`src/rtl/stage_1.sv`:
```
// stage_1: two identical float lanes -> Q2.20 CORDIC angle, x/2 and x*x (build option STAGE_1_SQUARE_RNE_EN).
// Latency: done pulses 4 enabled cycles after an accepted start; one result per enabled cycle.
// No backpressure; clk_en=0 freezes every register. Squarer truncates unless STAGE_1_SQUARE_RNE_EN is defined (RNE).
module stage_1 (
   input  logic        clk,
   input  logic        rst,
   input  logic        clk_en,
   input  logic        start,
   input  logic [31:0] x_one,
   input  logic [31:0] x_two,
   output logic        done,
   output logic [21:0] out_one,
   output logic [21:0] out_two,
   output logic [31:0] half_out_one,
   output logic [31:0] half_out_two,
   output logic [31:0] square_out_one,
   output logic [31:0] square_out_two
);

`ifdef STAGE_1_SQUARE_RNE_EN
   localparam bit ROUND_NEAREST = 1'b1;
`else
   localparam bit ROUND_NEAREST = 1'b0;
`endif

   localparam logic [1:0] CLS_NUM  = 2'd0;
   localparam logic [1:0] CLS_ZERO = 2'd1;
   localparam logic [1:0] CLS_INF  = 2'd2;
   localparam logic [1:0] CLS_NAN  = 2'd3;

   // (x - 128) * 2^13 rounded toward zero, saturated to the Q2.20 range
   function automatic logic [21:0] to_angle(input logic [31:0] x);
      logic [7:0]         e;
      logic [23:0]        m;
      logic [49:0]        t;
      logic [49:0]        sh;
      logic [49:0]        back;
      logic [25:0]        ip;
      logic               frac;
      logic signed [27:0] v;
      int                 a;
      e = x[30:23];
      to_angle = 22'h000000;
      if (e == 8'hFF) begin
         if (x[22:0] != 23'd0) to_angle = 22'h000000;
         else                  to_angle = x[31] ? 22'h200000 : 22'h1FFFFF;
      end else if (e >= 8'd140) begin
         to_angle = x[31] ? 22'h200000 : 22'h1FFFFF;
      end else begin
         // |x| * 2^13 as integer part ip plus a nonzero-fraction flag
         m    = {e != 8'd0, x[22:0]};
         t    = {m, 26'd0};
         a    = 139 - int'(e);
         sh   = t >> a;
         ip   = sh[49:24];
         back = {ip, 24'd0} << a;
         frac = (back != t);
         // below 128 the result is negative, so toward zero means ceiling
         if (!x[31] && frac && (ip < 26'h0100000)) ip = ip + 26'd1;
         v = $signed({2'b00, ip});
         v = x[31] ? (-v - 28'sd1048576) : (v - 28'sd1048576);
         if (v > 28'sd2097151)       to_angle = 22'h1FFFFF;
         else if (v < -28'sd2097152) to_angle = 22'h200000;
         else                        to_angle = v[21:0];
      end
   endfunction

   // exponent decrement; zero, denormal and exponent-1 inputs collapse to signed zero
   function automatic logic [31:0] to_half(input logic [31:0] x);
      if (x[30:23] == 8'hFF)      to_half = x;
      else if (x[30:23] <= 8'd1)  to_half = {x[31], 31'd0};
      else                        to_half = {x[31], x[30:23] - 8'd1, x[22:0]};
   endfunction

   function automatic logic [23:0] mant24(input logic [30:0] f);
      mant24 = {f[30:23] != 8'd0, f[22:0]};
   endfunction

   function automatic logic [1:0] sq_class(input logic [30:0] f);
      if (f[30:23] == 8'hFF)      sq_class = (f[22:0] != 23'd0) ? CLS_NAN : CLS_INF;
      else if (f[30:23] == 8'd0)  sq_class = CLS_ZERO;
      else                        sq_class = CLS_NUM;
   endfunction

   // normalise the 48-bit mantissa product; returns {exponent[9:0], fraction[22:0]}
   function automatic logic [32:0] sq_norm(input logic [47:0] p, input logic [9:0] e_in);
      logic [9:0]  e;
      logic [22:0] mant;
      logic        g;
      logic        st;
      logic        lsb;
      logic [23:0] sum;
      e = e_in;
      if (p[47]) begin
         mant = p[46:24]; g = p[23]; st = |p[22:0]; lsb = p[24];
         e = e + 10'd1;
      end else begin
         mant = p[45:23]; g = p[22]; st = |p[21:0]; lsb = p[23];
      end
      if (ROUND_NEAREST && g && (st || lsb)) begin
         sum  = {1'b0, mant} + 24'd1;
         mant = sum[22:0];
         if (sum[23]) e = e + 10'd1;
      end
      sq_norm = {e, mant};
   endfunction

   function automatic logic [31:0] sq_pack(input logic [1:0] cls, input logic [32:0] n);
      logic signed [9:0] e;
      e = $signed(n[32:23]);
      case (cls)
         CLS_NAN:  sq_pack = 32'h7FC00000;
         CLS_INF:  sq_pack = 32'h7F800000;
         CLS_ZERO: sq_pack = 32'h00000000;
         default: begin
            if (e >= 10'sd255)    sq_pack = 32'h7F800000;
            else if (e <= 10'sd0) sq_pack = 32'h00000000;
            else                  sq_pack = {1'b0, e[7:0], n[22:0]};
         end
      endcase
   endfunction

   logic [31:0] x_in  [2];
   logic        v1, v2, v3, v4;
   logic [31:0] op    [2];
   logic [21:0] ang2  [2];
   logic [21:0] ang3  [2];
   logic [21:0] ang4  [2];
   logic [31:0] hlf2  [2];
   logic [31:0] hlf3  [2];
   logic [31:0] hlf4  [2];
   logic [47:0] sq_p  [2];
   logic [9:0]  sq_e2 [2];
   logic [1:0]  cls2  [2];
   logic [1:0]  cls3  [2];
   logic [32:0] nrm3  [2];
   logic [31:0] sq4   [2];
   logic [21:0] ang_q [2];
   logic [31:0] hlf_q [2];
   logic [31:0] sq_q  [2];

   assign x_in[0] = x_one;
   assign x_in[1] = x_two;

   // valid chain and done pulse; everything holds while clk_en is low
   always_ff @(posedge clk or posedge rst) begin
      if (rst) begin
         v1   <= 1'b0;
         v2   <= 1'b0;
         v3   <= 1'b0;
         v4   <= 1'b0;
         done <= 1'b0;
      end else if (clk_en) begin
         v1   <= start;
         v2   <= v1;
         v3   <= v2;
         v4   <= v3;
         done <= v4;
      end
   end

   // per-lane datapath: capture, convert/multiply, normalise, pack, publish on done
   always_ff @(posedge clk or posedge rst) begin
      if (rst) begin
         for (int i = 0; i < 2; i++) begin
            op[i]    <= '0;
            ang2[i]  <= '0;
            ang3[i]  <= '0;
            ang4[i]  <= '0;
            hlf2[i]  <= '0;
            hlf3[i]  <= '0;
            hlf4[i]  <= '0;
            sq_p[i]  <= '0;
            sq_e2[i] <= '0;
            cls2[i]  <= '0;
            cls3[i]  <= '0;
            nrm3[i]  <= '0;
            sq4[i]   <= '0;
            ang_q[i] <= '0;
            hlf_q[i] <= '0;
            sq_q[i]  <= '0;
         end
      end else if (clk_en) begin
         for (int i = 0; i < 2; i++) begin
            if (start) op[i] <= x_in[i];
            ang2[i]  <= to_angle(op[i]);
            hlf2[i]  <= to_half(op[i]);
            sq_p[i]  <= 48'(mant24(op[i][30:0])) * 48'(mant24(op[i][30:0]));
            sq_e2[i] <= {1'b0, op[i][30:23], 1'b0} - 10'd127;
            cls2[i]  <= sq_class(op[i][30:0]);
            ang3[i]  <= ang2[i];
            hlf3[i]  <= hlf2[i];
            cls3[i]  <= cls2[i];
            nrm3[i]  <= sq_norm(sq_p[i], sq_e2[i]);
            ang4[i]  <= ang3[i];
            hlf4[i]  <= hlf3[i];
            sq4[i]   <= sq_pack(cls3[i], nrm3[i]);
            if (v4) begin
               ang_q[i] <= ang4[i];
               hlf_q[i] <= hlf4[i];
               sq_q[i]  <= sq4[i];
            end
         end
      end
   end

   assign out_one        = ang_q[0];
   assign out_two        = ang_q[1];
   assign half_out_one   = hlf_q[0];
   assign half_out_two   = hlf_q[1];
   assign square_out_one = sq_q[0];
   assign square_out_two = sq_q[1];

endmodule

```
`config.mk`:
```
export PLATFORM = sky130hd
export DESIGN_NAME = stage_1
export DESIGN_NICKNAME = d
export VERILOG_FILES = /design/src/rtl/stage_1.sv
export SDC_FILE = /design/constraint.sdc
export NUM_CORES = 2
export LEC_CHECK = 0
export CELL_PAD_IN_SITES_DETAIL_PLACEMENT = 0
export CELL_PAD_IN_SITES_GLOBAL_PLACEMENT = 1
export CORE_ASPECT_RATIO = 1.25
export CORE_MARGIN = 4
export CORE_UTILIZATION = 40
export DETAILED_ROUTE_END_ITERATION = 16
export PLACE_DENSITY = 0.78
export SLEW_MARGIN = 20
export SYNTH_ARGS = -nofsm -noshare
export SYNTH_HDL_FRONTEND = slang
export SYNTH_SLANG_ARGS = --single-unit
```
`constraint.sdc`:
```
create_clock -name clk -period 30.7 [get_ports clk]
set_input_delay 3.07 -clock clk [delete_from_list [all_inputs] [get_ports clk]]
set_output_delay 3.07 -clock clk [all_outputs]
set_load 0.01 [all_outputs]
```
==> results.toml <==
[logic_synthesis]
synth.most_common_cell = "inv_1"
yosys_warnings = 0
synth_edf_count = 0
avgSynthCellArea_um2 = 10.4
netlist_top_cells_count = "inv_1 (1041), fa_1 (844), dfrtp_1 (768)"
synth_seq_cells = 768
synthDistinctLibCells = 122
synth_area_leaders = "dfrtp_1 (27%), fa_1 (24%), mux2_2 (8.7%)"
yosysTopAreaCellShare = 0.269
synthArstFlopShare = 1.00
yosysTopAreaCell = "dfrtp_1"
syn_inst = 6863
syn_area_um2 = 71300
yosysSeqAreaShare = 0.269
synth_flop_cell = "dfrtp_1"

[grt]
grt_max_degree = 192
grt_pass1_wl_um = 336000
grt_overflow = 0
antenna_found_initial = 7
grtUsageTotal = 0.235
grt_pass1_vias = 55245

[die]
dieHeight_um = 480
dieArea_um2 = 185000
start_util = 0.402
io_pins = 241
fp.dieW_um = 386
core_area_um2 = 177000
placementRows = 173

[sta]
fin_crit_sh = 0.322
fin_worst_skew_ns = 0.0527
setup_slack_ns = 20.80
grt_setup_unrepaired = "false"
relSlewSlack = 0.254
hold_viol_final = 0
finalMaxSlewViolations = 0
whs_ns = 0.481
finalCriticalPeriod_ns = 9.90
tightest_slew_ns = 1.12
setup_viol = 0
tns_ns = 0
timing.fmax_mhz = 101

[clock_network]
h-tree-depth = 3
cts_tree = "built"
insertion_delay_ns = 0.73
clk_pin_slew_ns = 0.06
cts_buffers = 83
cts.root.buffer_cell = "clkbuf_16"
hold_buffers = 0
ctsResizeCount = 0
clkSinkCount = 768
post-cts-setup-buffers = 0
ctsLongestPathBuffers = 3

[place]
pre_cts_slack_ns = 20.71
place_hpwl_um = 160000
dp_cells = 9193
place_congestion = 0.976
io_buffer_count = 238

[drt]
drt_iter0_drc = 3442
drt_pass1_iterations = 5
via_per_inst = 5.52
drc_errors = 0
wl_per_cell_um = 23.0
antenna_left = 0
vias = 51623
finalWirelength_um = 215000

[run_status]
status = "finished clean"

[critical_path]
worstSetupPathType = "flip-flop to flip-flop"
cp.arrival_ns = 10.43
cp-end-kind = "flip-flop"
cpPeakStageDelay_ns = 0.97
critPathLaunchType = "flip-flop"
crit_fanout = 52
cp.required_ns = 31.23
crit_slowest_cell = "nor4_4"

[finish]
drive_above_1_share = 0.144
fin_nets = 8211
nFillCells = 16727
layoutNonFillerInstCount = 9350
areaGrowthSynthToFinish_pct = 10.7

[run]
maxCapViolCount = 0

[min_path]
hold_path.class = "flip-flop to flip-flop"
## flip-flops by register name, summed over array words and instances (netlist names), 32 cells and up
register / flops
nrm3: 66
hlf2: 64
hlf3: 64
hlf4: 64
op: 64
sq4: 62
sq_p: 50
ang2: 44
ang3: 44
ang4: 44
half_out_one: 32
half_out_two: 32
## logic make-up (layout without fill, tap and decap cells)
logic type                 after synthesis  in the layout  synth area share
other                                    1              5         0.0000526
buffers and inverters                 1449           1570            0.0793
AOI/OAI and AO/OA                      942            942            0.0985
DFF                                    768            768             0.269
and+or+nand+nor                       1613           1613             0.112
xor gates and xnor gates               166            166            0.0204
muxes                                  698            698             0.116
adders and majority gates             1226           1226             0.304
## final timing paths
kind                                           start                 endpoint  slack (ns)  cells past startpoint
min in group asynchronous                        rst  out_two[12]$_DFFE_PP0P_        2.94                      2
worst min register to register  ang3[20]$_DFFE_PP0P_     ang4[20]$_DFFE_PP0P_        0.48                      1
worst min-delay path            ang3[20]$_DFFE_PP0P_     ang4[20]$_DFFE_PP0P_        0.48                      1
worst max register to register    op[55]$_DFFE_PP0P_     ang2[27]$_DFFE_PP0P_       20.80                     25
worst max-delay path              op[55]$_DFFE_PP0P_     ang2[27]$_DFFE_PP0P_       20.80                     25
max in group asynchronous                        rst       sq4[6]$_DFFE_PP0P_       24.71                      5
## routing by layer
metal / global-route usage / part of all wire / vias up
met2: 0.387 / 0.48 / 1752
li1: - / - / 22897
met1: 0.307 / 0.41 / 26539
met5: 0 / 0.000061 / -
met4: 0.0986 / 0.045 / 2
met3: 0.0397 / 0.064 / 433
## critical path: cells and delay by family (launching register included)
kind,cells,cell delay (ns)
AO/OA/AOI/OAI,9,2.94
XOR/XNOR,1,0.34
adder cells (fa/ha/maj),2,0.65
buffers and inverters,2,0.96
flip-flops,1,0.34
multiplexers,3,1.14
AND/OR/NAND/NOR,8,3.33
## area by class of cell
cell class                      count  area, µm²  area share
Antenna cell                        3       7.51   0.0000951
Timing Repair Buffer              360       3340      0.0423
Tap cell                         2362       2960      0.0374
Multi-Input combinational cell   4647      46500       0.589
Clock buffer                      116       2390      0.0303
Sequential cell                   768      19200       0.244
Clock inverter                     37        504     0.00639
Inverter                         1057       3980      0.0504
## placed cells by master (no fill, tap or decap), drive strengths merged, types with 34 or more instances in the layout
cell / instances
o21ai: 121
xor2: 68
nand3: 97
nor2: 391
o32ai: 34
nor3: 90
dfrtp: 768
clkbuf: 116
nor2b: 36
nand2: 438
mux4: 48
inv: 1050
fa: 844
a211oi: 54
a31oi: 38
a22o: 55
and2: 307
nor4: 41
or3: 41
ha: 382
a21oi: 229
mux2i: 96
o2bb2ai: 52
buf: 123
xnor2: 98
nand4: 46
mux2: 554
clkdlybuf4s50: 237
## metrics by stage
stage / util / area [µm²]
floorplan: - / 71300
global placement: 0.428 / 76000
detailed placement: 0.428 / 76000
CTS: 0.444 / 78900
global route: 0.445 / 78900
finish: 0.445 / 78900
Power is not shown: default switching activity piles up to over one toggle a cycle in this logic, so the estimate is an artifact.
